### src/rtl/sound_arbiter.sv
// rtl/sound_arbiter.sv - priority arbiter for the single tone output: pending requests, preemption, gap, ON/OFF mode
module sound_arbiter #(
    parameter int BAD_HALF  = 40,
    parameter int GOOD_HALF = 20,
    parameter int DIR_HALF  = 10,
    parameter int BAD_DUR   = 400,
    parameter int GOOD_DUR  = 200,
    parameter int DIR_DUR   = 50,
    parameter int GAP_DUR   = 16,
    parameter int CNT_W     = 16
) (
    input  logic       clk,
    input  logic       rst,
    input  logic       button,
    input  logic       goodColl,
    input  logic       badColl,
    input  logic [3:0] direction,
    output logic       playSound,
    output logic       toneOut,
    output logic [1:0] soundId,
    output logic       mode_o,
    output logic       busy
);

    localparam logic [1:0] S_IDLE = 2'd0;
    localparam logic [1:0] S_PLAY = 2'd1;
    localparam logic [1:0] S_GAP  = 2'd2;

    localparam logic [1:0] ID_DIR  = 2'd1;
    localparam logic [1:0] ID_GOOD = 2'd2;
    localparam logic [1:0] ID_BAD  = 2'd3;

    logic [1:0]       state, state_n;
    logic [1:0]       sid_n, best, grant_id;
    logic [CNT_W-1:0] dur_cnt, dur_n;
    logic [CNT_W-1:0] half_cnt, half_n;
    logic             tone_n;
    logic             pend_bad, pend_good, pend_dir;
    logic             button_prev;
    logic [3:0]       prev_dir;
    logic             dir_evt;

    function automatic logic [CNT_W-1:0] dur_of(input logic [1:0] id);
        case (id)
            ID_BAD:  dur_of = CNT_W'(BAD_DUR);
            ID_GOOD: dur_of = CNT_W'(GOOD_DUR);
            default: dur_of = CNT_W'(DIR_DUR);
        endcase
    endfunction

    function automatic logic [CNT_W-1:0] half_of(input logic [1:0] id);
        case (id)
            ID_BAD:  half_of = CNT_W'(BAD_HALF);
            ID_GOOD: half_of = CNT_W'(GOOD_HALF);
            default: half_of = CNT_W'(DIR_HALF);
        endcase
    endfunction

    assign dir_evt = (direction != 4'd0) && (direction != prev_dir);

    // Sound ids are numbered in priority order, so a plain compare decides preemption.
    always_comb begin
        if (pend_bad)       best = ID_BAD;
        else if (pend_good) best = ID_GOOD;
        else if (pend_dir)  best = ID_DIR;
        else                best = 2'd0;
    end

    always_comb begin
        state_n  = state;
        sid_n    = soundId;
        dur_n    = dur_cnt;
        half_n   = half_cnt;
        tone_n   = toneOut;
        grant_id = 2'd0;
        if (!mode_o) begin
            state_n = S_IDLE;
            sid_n   = 2'd0;
            tone_n  = 1'b0;
            dur_n   = '0;
            half_n  = '0;
        end else begin
            case (state)
                S_IDLE: grant_id = best;
                S_PLAY: begin
                    if (best > soundId) begin
                        grant_id = best;
                    end else if (dur_cnt == CNT_W'(1)) begin
                        state_n = S_GAP;
                        sid_n   = 2'd0;
                        tone_n  = 1'b0;
                        dur_n   = CNT_W'(GAP_DUR);
                        half_n  = '0;
                    end else begin
                        dur_n = dur_cnt - CNT_W'(1);
                        if (half_cnt == CNT_W'(1)) begin
                            tone_n = ~toneOut;
                            half_n = half_of(soundId);
                        end else begin
                            half_n = half_cnt - CNT_W'(1);
                        end
                    end
                end
                S_GAP: begin
                    if (dur_cnt == CNT_W'(1)) begin
                        if (best != 2'd0) begin
                            grant_id = best;
                        end else begin
                            state_n = S_IDLE;
                            dur_n   = '0;
                        end
                    end else begin
                        dur_n = dur_cnt - CNT_W'(1);
                    end
                end
                default: begin
                    state_n = S_IDLE;
                    sid_n   = 2'd0;
                    tone_n  = 1'b0;
                end
            endcase
            if (grant_id != 2'd0) begin
                state_n = S_PLAY;
                sid_n   = grant_id;
                dur_n   = dur_of(grant_id);
                half_n  = half_of(grant_id);
                tone_n  = 1'b1;
            end
        end
    end

    // A granted flag clears even if its request is high again on the same edge.
    always_ff @(posedge clk or posedge rst) begin
        if (rst) begin
            state       <= S_IDLE;
            mode_o      <= 1'b1;
            pend_bad    <= 1'b0;
            pend_good   <= 1'b0;
            pend_dir    <= 1'b0;
            prev_dir    <= 4'd0;
            button_prev <= 1'b0;
            dur_cnt     <= '0;
            half_cnt    <= '0;
            playSound   <= 1'b0;
            toneOut     <= 1'b0;
            soundId     <= 2'd0;
            busy        <= 1'b0;
        end else begin
            button_prev <= button;
            prev_dir    <= direction;
            if (button && !button_prev) mode_o <= ~mode_o;
            pend_bad  <= mode_o && (pend_bad  || badColl)  && (grant_id != ID_BAD);
            pend_good <= mode_o && (pend_good || goodColl) && (grant_id != ID_GOOD);
            pend_dir  <= mode_o && (pend_dir  || dir_evt)  && (grant_id != ID_DIR);
            state     <= state_n;
            dur_cnt   <= dur_n;
            half_cnt  <= half_n;
            soundId   <= sid_n;
            toneOut   <= tone_n;
            playSound <= (state_n == S_PLAY);
            busy      <= (state_n != S_IDLE);
        end
    end

endmodule

### config.mk
export PLATFORM = sky130hd
export DESIGN_NAME = sound_arbiter
export DESIGN_NICKNAME = d
export VERILOG_FILES = /design/src/rtl/sound_arbiter.sv
export SDC_FILE = /design/constraint.sdc
export NUM_CORES = 1
export LEC_CHECK = 0
export ABC_AREA = 0
export BUFFER_PORTS_ARGS = -buffer_cell sky130_fd_sc_hd__buf_2
export CORE_ASPECT_RATIO = 1.1
export CORE_UTILIZATION = 61
export CTS_CLUSTER_SIZE = 28
export DETAILED_ROUTE_END_ITERATION = 16
export PLACE_DENSITY = 0.81
export SKIP_LAST_GASP = 1
export SLEW_MARGIN = 30
export SYNTH_ARGS = -nofsm -noshare
export SYNTH_HDL_FRONTEND = slang
export SYNTH_SLANG_ARGS = --single-unit
export TNS_END_PERCENT = 1
### constraint.sdc
create_clock -name clk -period 2.8 [get_ports clk]
set_input_delay 0.42 -clock clk [delete_from_list [all_inputs] [get_ports clk]]
set_output_delay 0.42 -clock clk [all_outputs]
set_load 0.005 [all_outputs]
# Yosys cells after proc, flatten, opt, wreduce, memory -nomap -nowiden
# Index checks and enable logic that the tools add are counted.
dict set report word_totals {
  out_inout_bits 6
  wordCells 104
  regBits 48
}
dict set report op_classes {
  add_sub_neg 2
  n_eq_ne 21
  bitwise_logic 2
  muxes 43
  reduce_logical 22
  n_lt_le_gt_ge 1
}
# op n
set ops {}
lappend ops {{two-way mux 16 bit} 12}
lappend ops {{two-way mux 2 bit} 17}
lappend ops {{== test 16 x 1 -> 1 bit, second input constant} 2}
lappend ops {{one-hot mux 16 bit (2 select lines)} 1}
lappend ops {{subtractor 16 x 1 -> 16 bit, second input constant} 2}
lappend ops {{one-hot mux 6 bit (2 select lines)} 2}
lappend ops {{one-hot mux 9 bit (2 select lines)} 1}
lappend ops {{one-hot mux 2 bit (3 select lines)} 2}
lappend ops {{== test 2 bit, second input constant} 5}
lappend ops {{!= test 5 bit, second input constant} 2}
lappend ops {{AND reduction 3 bit} 3}
lappend ops {{logical AND 1 bit} 8}
lappend ops {{!= test 4 bit, second input constant} 2}
lappend ops {{two-way mux 1 bit} 6}
lappend ops {{!= test 3 x 2 -> 1 bit, second input constant} 2}
lappend ops {{nonzero test 2 bit} 3}
lappend ops {{== test 2 x 1 -> 1 bit, second input constant} 2}
lappend ops {{!= test 2 bit, second input constant} 2}
lappend ops {{!= test 4 x 1 -> 1 bit, second input constant} 1}
lappend ops {{!= test 4 bit} 1}
lappend ops {{one-hot mux 2 bit (2 select lines)} 1}
lappend ops {{nonzero test 4 bit} 1}
lappend ops {{logical OR 1 bit} 3}
lappend ops {{!= test 3 x 1 -> 1 bit, second input constant} 1}
lappend ops {{8 further kinds} 9}

# Longest topological paths before layout
# Gate-level depths: netlist of the first run.
dict set report depth {
  word_depth 12
  ltp_mapped 11
}

# Worst setup path before layout of the first run
# OpenSTA, ideal clock, no wires.
dict set report synth_timing {
  kind {flip-flop to flip-flop}
  start {reg pend_bad}
  end {reg half_cnt[7]}
  setup_slack_ps 203
  required_time_ps 2722
  path_stages_with_launch 11
  arrival_time_ps 2520
  setup_time_ps 78
  period_less_slack_ps 2597
  path_buffers 1
  path_cell_list {dfrtp_1 -> nor2_1 -> inv_1 -> ha_1 -> nor2b_1 -> o211ai_2 -> a22o_4 -> o21a_1 -> buf_6 -> or4_1 -> a21oi_1}
}
dict set report synth_between {
  elab_chain_len 9
}
# element line
set synth_rtl {}
lappend synth_rtl {{from (decl)} 38} ;# logic pend_bad, pend_good, pend_dir;
lappend synth_rtl {{from (signal assigned)} 152} ;# pend_bad <= mode_o && (pend_bad || badColl) && (grant_id != ID_BAD);
lappend synth_rtl {{two-way mux 2 bit (*)} 63} ;# if (pend_bad) best = ID_BAD;
lappend synth_rtl {{nonzero test 2 bit} 106} ;# if (best != 2'd0) begin
lappend synth_rtl {{two-way mux 2 bit} 106}
lappend synth_rtl {{two-way mux 2 bit} 105} ;# if (dur_cnt == CNT_W'(1)) begin
lappend synth_rtl {{one-hot mux 2 bit (3 select lines)} 83} ;# case (state)
lappend synth_rtl {{two-way mux 2 bit} 76} ;# if (!mode_o) begin
lappend synth_rtl {{nonzero test 2 bit} 122} ;# if (grant_id != 2'd0) begin
lappend synth_rtl {{!= test 3 x 1 -> 1 bit (no line), or another cell as far along} --}
lappend synth_rtl {{AND reduction 2 bit (no line) or two-way mux 16 bit (tied branches)} --}
lappend synth_rtl {{to (signal assigned)} 157} ;# half_cnt <= half_n;
lappend synth_rtl {{to (decl)} 36} ;# logic [CNT_W-1:0] half_cnt, half_n;
# Every way passes the cells marked *; elsewhere a longest branch is shown, timed or not. The select of a mux whose other input is x is not followed.
# A chain may end at the register's enable or synchronous reset.

# Worst setup path in the final report of the first run
dict set report layout_timing {
  start {reg pend_good}
  end {reg half_cnt[8]}
}
dict set report layout_between {
  elab_chain_len 10
}
# element line
set layout_rtl {}
lappend layout_rtl {{from (decl)} 38}
lappend layout_rtl {{from (signal assigned)} 153} ;# pend_good <= mode_o && (pend_good || goodColl) && (grant_id != ID_GOOD);
lappend layout_rtl {{two-way mux 2 bit (*)} 64} ;# else if (pend_good) best = ID_GOOD;
lappend layout_rtl {{two-way mux 2 bit (*)} 63}
lappend layout_rtl {{nonzero test 2 bit} 106}
lappend layout_rtl {{two-way mux 2 bit} 106}
lappend layout_rtl {{two-way mux 2 bit} 105}
lappend layout_rtl {{one-hot mux 2 bit (3 select lines)} 83}
lappend layout_rtl {{two-way mux 2 bit} 76}
lappend layout_rtl {{nonzero test 2 bit} 122}
lappend layout_rtl {{!= test 3 x 1 -> 1 bit (no line), or another cell as far along} --}
lappend layout_rtl {{AND reduction 2 bit (no line) or two-way mux 16 bit (tied branches)} --}
# Marks and branches as above.

==> flow_summary.json, run 1 <==
{
  "detail-route-antenna-nets": 0,
  "vias": 2744,
  "grt_pass1_vias": 2619,
  "cts_buffers": 5,
  "clk_pin_slew_ns": 0.09,
  "ys_warn_count": 0,
  "min_period_ns": 2.77,
  "rsz0062_at_grt": "yes",
  "layout_setup_ws_ns": 0.0346,
  "whs_path_depth": 1,
  "grt_max_degree": 49,
  "synth_edf_count": 0,
  "relSlewSlack_pct": 45.9,
  "worst_ep_arrival_time_ns": 3.00,
  "die_w_um": 69.1,
  "syn_avg_cell_area_sq_um": 8.92,
  "endpoint_kind": "flip-flop",
  "die-area_sq_um": 5240,
  "port_buffers": 14,
  "hold_path_class": "input pin to flip-flop",
  "start_util_pct": 64.1,
  "syn_to_final_growth_pct": 11.0,
  "outcome": "finished, final reports clean",
  "row_count": 26,
  "final_max_slew_viol_count": 0,
  "mappedNetlistNets": 358,
  "ff2ff_path_depth": 9,
  "cts-root-buf": "clkbuf_8",
  "finalSetupViolCount": 0,
  "hold-worst-slack_ns": 0.232,
  "top_level_ports": 15,
  "drt_iter0_markers": 274,
  "synthesis.area_sq_um": 3020,
  "path_max_fanout": 19,
  "gp_congestion": 0.926,
  "antenna_found_initial": 0,
  "diodes": 0,
  "dp.final_hpwl_um": 5200,
  "synthCells": 339,
  "grt_overflow_total": 0,
  "max_freq_ghz": 0.362,
  "die_y_um": 75.8,
  "worst_pin_slew_ns": 0.810,
  "critPathKind": "flip-flop to flip-flop",
  "ys_seq_area_share_pct": 39.8,
  "fin_util_pct": 71.1,
  "startpoint_type": "flip-flop",
  "gr-usage-all-layers_pct": 29.7,
  "period_share_pct": 98.8,
  "ys_ff_latch": 48,
  "ys.flop_type": "dfrtp_1",
  "clk_latency_ns": 0.30,
  "drv_cap": 0,
  "clock_path_buffers": 2,
  "final_nets": 386,
  "required_ns": 3.03,
  "routedWlPerCell_um": 16.9,
  "totalWireLength_um": 7150,
  "h-tree-depth": 2,
  "synth_async_sr_flop_share_pct": 100,
  "routed_via_density": 6.47,
  "drc": 0,
  "pre_cts_slack_ns": -0.0227,
  "cts_tree": "built",
  "clock_sinks": 48,
  "layout-drive-gt1-share_pct": 14.9,
  "core_area_sq_um": 4720,
  "synth_cell_types": 56,
  "grt_pass1_wl_um": 12300,
  "finClkSkew_ns": 0.00879,
  "timing.final.hold_violations": 0,
  "firstDrtPassIters": 5,
  "postCtsHoldBufs": 0
}
==> synth_stat cells, types with 4 or more instances <==
master | number | area (sq um)
dfrtp_1 | 47 | 1180
nor2_1 | 29 | 109
nand2_1 | 26 | 97.6
a21oi_1 | 25 | 125
o21ai_0 | 21 | 105
inv_1 | 17 | 63.8
nand3_1 | 15 | 75.1
nor3_1 | 14 | 70.1
ha_1 | 10 | 125
nor4_1 | 10 | 62.6
o31ai_1 | 9 | 67.6
or4_1 | 9 | 67.6
nand2b_1 | 6 | 37.5
or3_1 | 6 | 37.5
xor2_1 | 6 | 52.6
clkbuf_1 | 5 | 18.8
mux2i_1 | 5 | 50.1
a211oi_1 | 4 | 30.0
a21o_1 | 4 | 30.0
a22o_1 | 4 | 35.0
buf_2 | 4 | 20.0
o211ai_1 | 4 | 30.0
o41ai_1 | 4 | 35.0
==> final timing paths <==
path	startpoint	to	slack [ns]
setup / recovery	pend_good	half_cnt[8]	0.03
hold / removal	button	button_prev	0.23
setup reg to reg	pend_good	half_cnt[8]	0.03
hold reg to reg	button_prev	mode_o	0.50
max in group asynchronous	rst	dur_cnt[15]	2.07
min in group asynchronous	rst	half_cnt[2]	0.24
==> through the flow <==
step / TNS [ns] / cell area (sq um) / cells
2_1_floorplan: 0 / 3020 / 339
3_3_place_gp: 0 / 3240 / 416
3_5_place_dp: -0.0552 / 3240 / 416
4_1_cts: 0 / 3350 / 424
5_1_grt: -1.45 / 3350 / 424
6_report: 0 / 3350 / 424
==> cell type report <==
class,instances,area (sq um)
Multi-Input combinational cell,264,1710
Fill cell,374,1360
Sequential cell,48,1200
Timing Repair Buffer,31,198
Clock buffer,6,72.6
Tap cell,56,70.1
Inverter,17,65.1
Clock inverter,2,35.0
==> cells in the final DEF (no fill, tap or decap), types with 4 or more instances in the layout <==
cell type / count
a211oi_1: 4
xor2_1: 6
or4_1: 9
dfrtp_1: 47
a22o_1: 4
a21o_1: 4
nor3_1: 14
nand2b_1: 6
clkbuf_8: 5
mux2i_1: 5
nor2_1: 29
ha_1: 10
o21ai_0: 21
nand3_1: 15
a21oi_1: 24
o41ai_1: 4
nand2_1: 26
o31ai_1: 9
o211ai_1: 4
or3_1: 6
buf_4: 17
buf_2: 14
inv_1: 16
nor4_1: 10
==> cell families after synthesis <==
logic type / after synthesis / share of synthesized area [%]
buf+inv: 27 / 3.77
flops: 48 / 39.8
mux: 5 / 1.66
xor+xnor: 9 / 2.61
simple gates: 143 / 26.6
compound gates: 97 / 21.5
fa+ha+maj: 10 / 4.14
==> per-layer routing <==
layer / wire length, um / GRT usage [%]
met3: 412 / 6.08
met1: 3030 / 35.4
met4: 133 / 13.4
met2: 3580 / 52.9
met5: 0 / 0
==> sequential cells by signal (all words and copies together), names as in the netlist <==
name         count
toneOut          1
state            2
prev_dir         4
pend_good        1
dur_cnt         16
pend_dir         1
half_cnt        16
pend_bad         1
busy             1
mode_o           1
playSound        1
soundId          2
button_prev      1
==> what timing repair did <==
action / CTS / global route
setup endpoints to repair: 7 / 18
gates cloned: 0 / 0
gates resized for setup: 1 / 1
setup buffers: 0 / 0
==> critical path, cell delays in order (launching register included) <==
cell and delay [ns]:
dfrtp_1 0.42, nor2_1 0.22, inv_1 0.08, ha_1 0.30, nor2b_1 0.25, o211ai_2 0.12, a22o_4 0.27, o21a_2 0.33
or4_1 0.54, a21oi_1 0.16
Power of run 1 is not shown: default switching activity piles up to over one toggle a cycle in this logic, so the estimate is an artifact.
==> run 2: changes to the inputs <==
--- a/config.mk
+++ b/config.mk
@@ -7,8 +7,10 @@
 export LEC_CHECK = 0
 export ABC_AREA = 0
 export BUFFER_PORTS_ARGS = -buffer_cell sky130_fd_sc_hd__buf_2
+export CELL_PAD_IN_SITES_DETAIL_PLACEMENT = 0
+export CELL_PAD_IN_SITES_GLOBAL_PLACEMENT = 1
 export CORE_ASPECT_RATIO = 1.1
-export CORE_UTILIZATION = 61
+export CORE_UTILIZATION = 47
 export CTS_CLUSTER_SIZE = 28
 export DETAILED_ROUTE_END_ITERATION = 16
 export PLACE_DENSITY = 0.81
==> run 2 against run 1 <==
Final cell count is 5.7% higher. Utilization decreased by 16 points. First-iteration DRC count fell by 49%. Routed wire length increased by 6.4%. Critical path depth is the same. Worst setup slack better by 0.13 ns. Via count up 0.40%. Sequential cell count unchanged. Maximum frequency up 4.8%. Clock-buffer cell count is 1 higher. Die area rose by 29%. Largest cell class unchanged. Highest routed layer unchanged.
==> flow_summary.json, run 2 (same netlist as run 1, synthesis figures left out) <==
{
  "min_period_ns": 2.64,
  "post-cts-setup-buffers": 0,
  "dp.final_hpwl_um": 5600,
  "final_max_slew_viol_count": 0,
  "cts_resized": 0,
  "diodes": 0,
  "period_share_pct": 94.3,
  "endpoint_kind": "flip-flop",
  "drc": 0,
  "routed_via_density": 6.15,
  "critPathSlowestCell": "or4b_1",
  "layout-drive-gt1-share_pct": 15.2,
  "cts-root-buf": "clkbuf_8",
  "dp.cells": 441,
  "top_level_ports": 15,
  "crit_family": "simple AND/OR/NAND/NOR gates",
  "clk_pin_slew_ns": 0.09,
  "die-area_sq_um": 6760,
  "gr-usage-all-layers_pct": 24.6,
  "gr-usage-met2_pct": 42.0,
  "timing.final.hold_violations": 0,
  "worst_pin_slew_ns": 0.605,
  "clock_sinks": 48,
  "met3_usage_pct": 3.83,
  "finClkSkew_ns": 0.00969,
  "final_cell_mix": "47 x dfrtp_1, 29 x nor2_1, 26 x nand2_1",
  "startpoint_type": "flip-flop",
  "slowest_delay_ns": 0.55,
  "grtUsageMet1_pct": 31.3,
  "mostFrequentLayoutCell": "dfrtp_1",
  "busiest_layer": "met2",
  "firstDrtPassIters": 6,
  "grt_pass1_wl_um": 13000,
  "fin_util_pct": 54.6,
  "critPathKind": "flip-flop to flip-flop",
  "port_buffers": 14,
  "drt_iter0_markers": 139,
  "drv_cap": 0,
  "worst_ep_arrival_time_ns": 2.87,
  "hold_path_class": "input pin to asynchronous set/reset pin",
  "grt_pass1_vias": 2704,
  "die_w_um": 78.5,
  "max_freq_ghz": 0.379,
  "relSlewSlack_pct": 59.7,
  "clk_latency_ns": 0.30,
  "nFillCells": 596,
  "gp_congestion": 0.894,
  "vias": 2755,
  "cts_buffers": 5,
  "row_count": 30,
  "crit_chain": "nor2_1, inv_1, ha_1, nor2b_1, o211ai_2, a22o_4, o21a_2, or4b_1, a21oi_1",
  "grt_max_degree": 49,
  "fin_cells": 448,
  "routedWlPerCell_um": 17.0,
  "core_area_sq_um": 6190,
  "setup_tns_ns": 0,
  "start_util_pct": 48.8,
  "detail-route-antenna-nets": 0,
  "h-tree-depth": 2,
  "rsz0062_at_grt": "yes",
  "die_y_um": 86.1,
  "totalWireLength_um": 7600,
  "required_ns": 3.03,
  "cts_tree": "built",
  "antenna_found_initial": 0,
  "path_max_fanout": 21,
  "hold-worst-slack_ns": 0.183,
  "finalSetupViolCount": 0,
  "outcome": "finished, final reports clean",
  "postCtsHoldBufs": 0,
  "clock_path_buffers": 2,
  "grt_overflow_total": 0,
  "syn_to_final_growth_pct": 12.0,
  "critPathBufInv": 1,
  "reg_top3": "dur_cnt (16), half_cnt (16), prev_dir (4)",
  "final_nets": 387
}
run 2: cell types whose count changed in the layout (fill, tap and decap cells not counted), sizes merged:
cell,delta
clkinv,-2
buf,+1
bufinv,-1
clkbuf,+1
inv,+1
run 2: routing by layer:
metal	routed length, um	vias up
met3	277	22
li1	-	1325
met5	0	-
met2	3700	74
met4	223	0
met1	3410	1334
run 2: through the flow:
stage / worst slack [ns] / instance area (sq um)
6_report: 0.161 / 3380
5_1_grt: -0.0552 / 3380
4_1_cts: 0.0620 / 3380
3_5_place_dp: 0.0639 / 3280
3_3_place_gp: 0.133 / 3280
2_1_floorplan: 0.203 / 3020
run 2: final timing paths:
kind                           endpoint  cells past startpoint  slack [ns]         from
max                        half_cnt[15]                      9        0.16    pend_good
min                         prev_dir[3]                      2        0.18          rst
max reg2reg                half_cnt[15]                      9        0.16    pend_good
min reg2reg                      mode_o                      2        0.50  button_prev
max in group asynchronous      state[0]                      2        2.19          rst
min in group clk            button_prev                      1        0.24       button
run 2: worst register-to-register path: cells and delay by family (launching register included):
| kind | cells | cell delay, ns |
|---|---|---|
| simple gates | 3 | 0.95 |
| compound gates | 4 | 0.89 |
| flops | 1 | 0.42 |
| fa+ha+maj | 1 | 0.27 |
| buf+inv | 1 | 0.06 |
run 2: layout make-up:
type / count / area, sq um / share of cell area (%)
well taps: 80 / 100 / 2.96
repair buffers: 32 / 205 / 6.06
multi-input cells: 264 / 1710 / 50.6
clock buffers: 7 / 96.3 / 2.85
flip-flops and latches: 48 / 1200 / 35.5
inverters: 17 / 66.3 / 1.96
Power of run 2 is left out for the same reason.
==> run 3: changes to the inputs <==
--- a/config.mk
+++ b/config.mk
@@ -5,15 +5,15 @@
 export SDC_FILE = /design/constraint.sdc
 export NUM_CORES = 1
 export LEC_CHECK = 0
-export ABC_AREA = 0
+export ABC_AREA = 1
 export BUFFER_PORTS_ARGS = -buffer_cell sky130_fd_sc_hd__buf_2
 export CELL_PAD_IN_SITES_DETAIL_PLACEMENT = 0
 export CELL_PAD_IN_SITES_GLOBAL_PLACEMENT = 1
 export CORE_ASPECT_RATIO = 1.1
-export CORE_UTILIZATION = 47
+export CORE_UTILIZATION = 45
 export CTS_CLUSTER_SIZE = 28
 export DETAILED_ROUTE_END_ITERATION = 16
-export PLACE_DENSITY = 0.81
+export PLACE_DENSITY = 0.82
 export SKIP_LAST_GASP = 1
 export SLEW_MARGIN = 30
 export SYNTH_ARGS = -nofsm -noshare
==> run 3 against run 2 <==
First-iteration DRC count increased by 47%. Routed wire length increased by 8.1%. Area after synthesis increased by 12%. Non-clock buffer count decreased by 12. Largest cell class unchanged. Worst hold slack got worse by 0.052 ns. Die area increased by 16%. Clock skew increased by 0.0048 ns.
==> flow_summary.json, run 3 <==
{
  "leakagePower_nw": 1.90,
  "powerDensity_nw_per_um2": 1280,
  "diodes": 0,
  "yosysTopAreaCell": "dfrtp_1",
  "grt_overflow_total": 0,
  "setup_tns_ns": 0,
  "synth_top_family_by_area": "simple AND/OR/NAND/NOR gates",
  "yosys-top-cells-count": "121 x nand2_1, 72 x nor2_1, 60 x inv_1",
  "drc": 0,
  "nFillCells": 771,
  "ys_warn_count": 0,
  "mappedNetlistNets": 508,
  "post-cts-setup-buffers": 0,
  "timing.final.hold_violations": 0,
  "synth_xor_area_share_pct": 3.12,
  "yosysMostFrequentCell": "nand2_1",
  "min_period_ns": 2.25,
  "port_buffers": 14,
  "grt_pass1_vias": 3065,
  "hold_path_class": "input pin to asynchronous set/reset pin",
  "totalWireLength_um": 8220,
  "synth.area.top_cells": "dfrtp_1 35%, nand2_1 13%, nand3_1 8.2%, nor2_1 8.0%, inv_1 6.7%",
  "path_max_fanout": 18,
  "required_ns": 2.98,
  "synth_cell_types": 37,
  "clk_pin_slew_ns": 0.10,
  "cts_tree": "built",
  "routedWlPerCell_um": 14.0,
  "synth_edf_count": 0,
  "firstDrtPassIters": 5,
  "postCtsHoldBufs": 0,
  "finClkSkew_ns": 0.0144,
  "synth_compound_area_share_pct": 10.2,
  "row_count": 32,
  "synth_top_area_share_pct": 34.9,
  "startpoint_type": "flip-flop",
  "die_y_um": 92.8,
  "top_level_ports": 15,
  "final_max_slew_viol_count": 0,
  "die-area_sq_um": 7850,
  "cts_buffers": 5,
  "cts_resized": 0,
  "routed_via_density": 5.31,
  "final_nets": 522,
  "reg_top3": "dur_cnt (16), half_cnt (16), prev_dir (4)",
  "die_w_um": 84.6,
  "period_share_pct": 80.2,
  "fin_cells": 589,
  "drv_cap": 0,
  "drt_iter0_markers": 205,
  "clock_path_buffers": 2,
  "endpoint_kind": "flip-flop",
  "rsz0062_at_grt": "no",
  "synthCells": 489,
  "max_freq_ghz": 0.445,
  "ys_seq_area_share_pct": 35.6,
  "h-tree-depth": 2,
  "worst_pin_slew_ns": 0.688,
  "gp_congestion": 0.797,
  "syn_to_final_growth_pct": 7.23,
  "core_area_sq_um": 7130,
  "peakVddDrop_mv": 0.691,
  "outcome": "finished, final reports clean",
  "final_cell_mix": "121 x nand2_1, 72 x nor2_1, 59 x inv_1",
  "synthMuxAreaShare_pct": 0,
  "ys_ff_latch": 48,
  "synth-adder-area-share_pct": 3.71,
  "clock_sinks": 48,
  "grt_max_degree": 26,
  "dp.final_hpwl_um": 6030,
  "clk_latency_ns": 0.31,
  "relSlewSlack_pct": 54.0,
  "mostFrequentLayoutCell": "nand2_1",
  "vias": 3128,
  "layout-drive-gt1-share_pct": 9.72,
  "grt_pass1_wl_um": 14400,
  "finalSetupViolCount": 0,
  "ys.flop_type": "dfrtp_1",
  "dp.cells": 581,
  "syn_avg_cell_area_sq_um": 6.90,
  "synth_async_sr_flop_share_pct": 100,
  "synthesis.area_sq_um": 3370,
  "gr-usage-all-layers_pct": 23.1,
  "cts-root-buf": "clkbuf_8",
  "critPathKind": "flip-flop to flip-flop",
  "synth-simple-area-share_pct": 38.1,
  "worst_ep_arrival_time_ns": 2.43,
  "antenna_found_initial": 0,
  "start_util_pct": 47.3,
  "detail-route-antenna-nets": 0
}
-- run 3: cell types whose count changed after synthesis, moves of 12 or more --
cell,before,now
nor3_1,14,2
nand4_1,1,17
a21oi_1,25,5
inv_1,17,60
o21ai_0,21,36
nand2_1,26,121
nand3_1,15,55
nor2_1,29,72
-- run 3: per-stage QoR --
| step | utilization, % | hold slack [ns] | setup WS (ns) | cell area, sq um | power, mW |
|---|---|---|---|---|---|
| 6_report | 50.8 | 0.131 | 0.554 | 3620 | 4.64 |
| 3_3_place_gp | 49.3 | 0.469 | 0.618 | 3510 | 4.12 |
| 3_5_place_dp | 49.3 | 0.468 | 0.566 | 3510 | 4.14 |
| 4_1_cts | 50.8 | 0.139 | 0.544 | 3620 | 4.66 |
| 5_1_grt | 50.8 | 0.188 | 0.273 | 3620 | 5.18 |
| 2_1_floorplan | - | 0.450 | 0.935 | 3370 | 3.52 |
-- run 3: where the power goes --
group / switching, mW / total, mW / internal, mW / leakage (nW)
Combinational: 1.98 / 2.97 / 0.987 / 1.22
Sequential: 0.245 / 1.16 / 0.914 / 0.630
Clock: 0.241 / 0.508 / 0.268 / 0.0524
Total: 2.47 / 4.64 / 2.17 / 1.90
-- run 3: final timing paths --
kind / start / to / slack [ns] / cells after the start
setup / recovery: pend_bad / half_cnt[1] / 0.55 / 13
hold / removal: rst / dur_cnt[2] / 0.13 / 2
setup reg to reg: pend_bad / half_cnt[1] / 0.55 / 13
hold reg to reg: button_prev / mode_o / 0.49 / 3
max in group asynchronous: rst / half_cnt[11] / 1.93 / 3
min in group clk: button / button_prev / 0.24 / 1
-- run 3: area by class of cell --
cell class | count | area [sq um] | share of cell area (%)
Sequential cell | 48 | 1200 | 33.2
Timing Repair Buffer | 20 | 115 | 3.18
Clock buffer | 7 | 76.3 | 2.11
Inverter | 61 | 229 | 6.33
Tap cell | 85 | 106 | 2.94
Multi-Input combinational cell | 367 | 1860 | 51.4
Clock inverter | 1 | 30.0 | 0.830
-- run 3: metal layers --
layer	up-vias	share of wire, %	GRT usage (%)	routed length, um
met5	-	0	0	0
met4	0	1.4	6.21	114
met3	10	3.8	3.48	316
met2	58	48	40.9	3940
met1	1459	47	29.4	3850
li1	1601	-	-	-
-- run 3: kinds of logic after synthesis --
| family | after synthesis |
|---|---|
| xor gates and xnor gates | 12 |
| DFF | 48 |
| and+or+nand+nor | 286 |
| adders and majority gates | 10 |
| buffers and inverters | 74 |
| AOI/OAI and AO/OA | 59 |
-- run 3: worst max-delay path, stage by stage, from the launching register on --
cell and delay (ns):
dfrtp_1 0.42, inv_1 0.08, nand2_1 0.07, ha_1 0.29
nand2_1 0.08, nand2_1 0.05, nand3_1 0.10, nand2_1 0.06
inv_1 0.09, nand2_4 0.09, o21ai_4 0.14, nand3_2 0.37
nand3_1 0.19, o21ai_0 0.09
(Power assumes the default switching activity.)
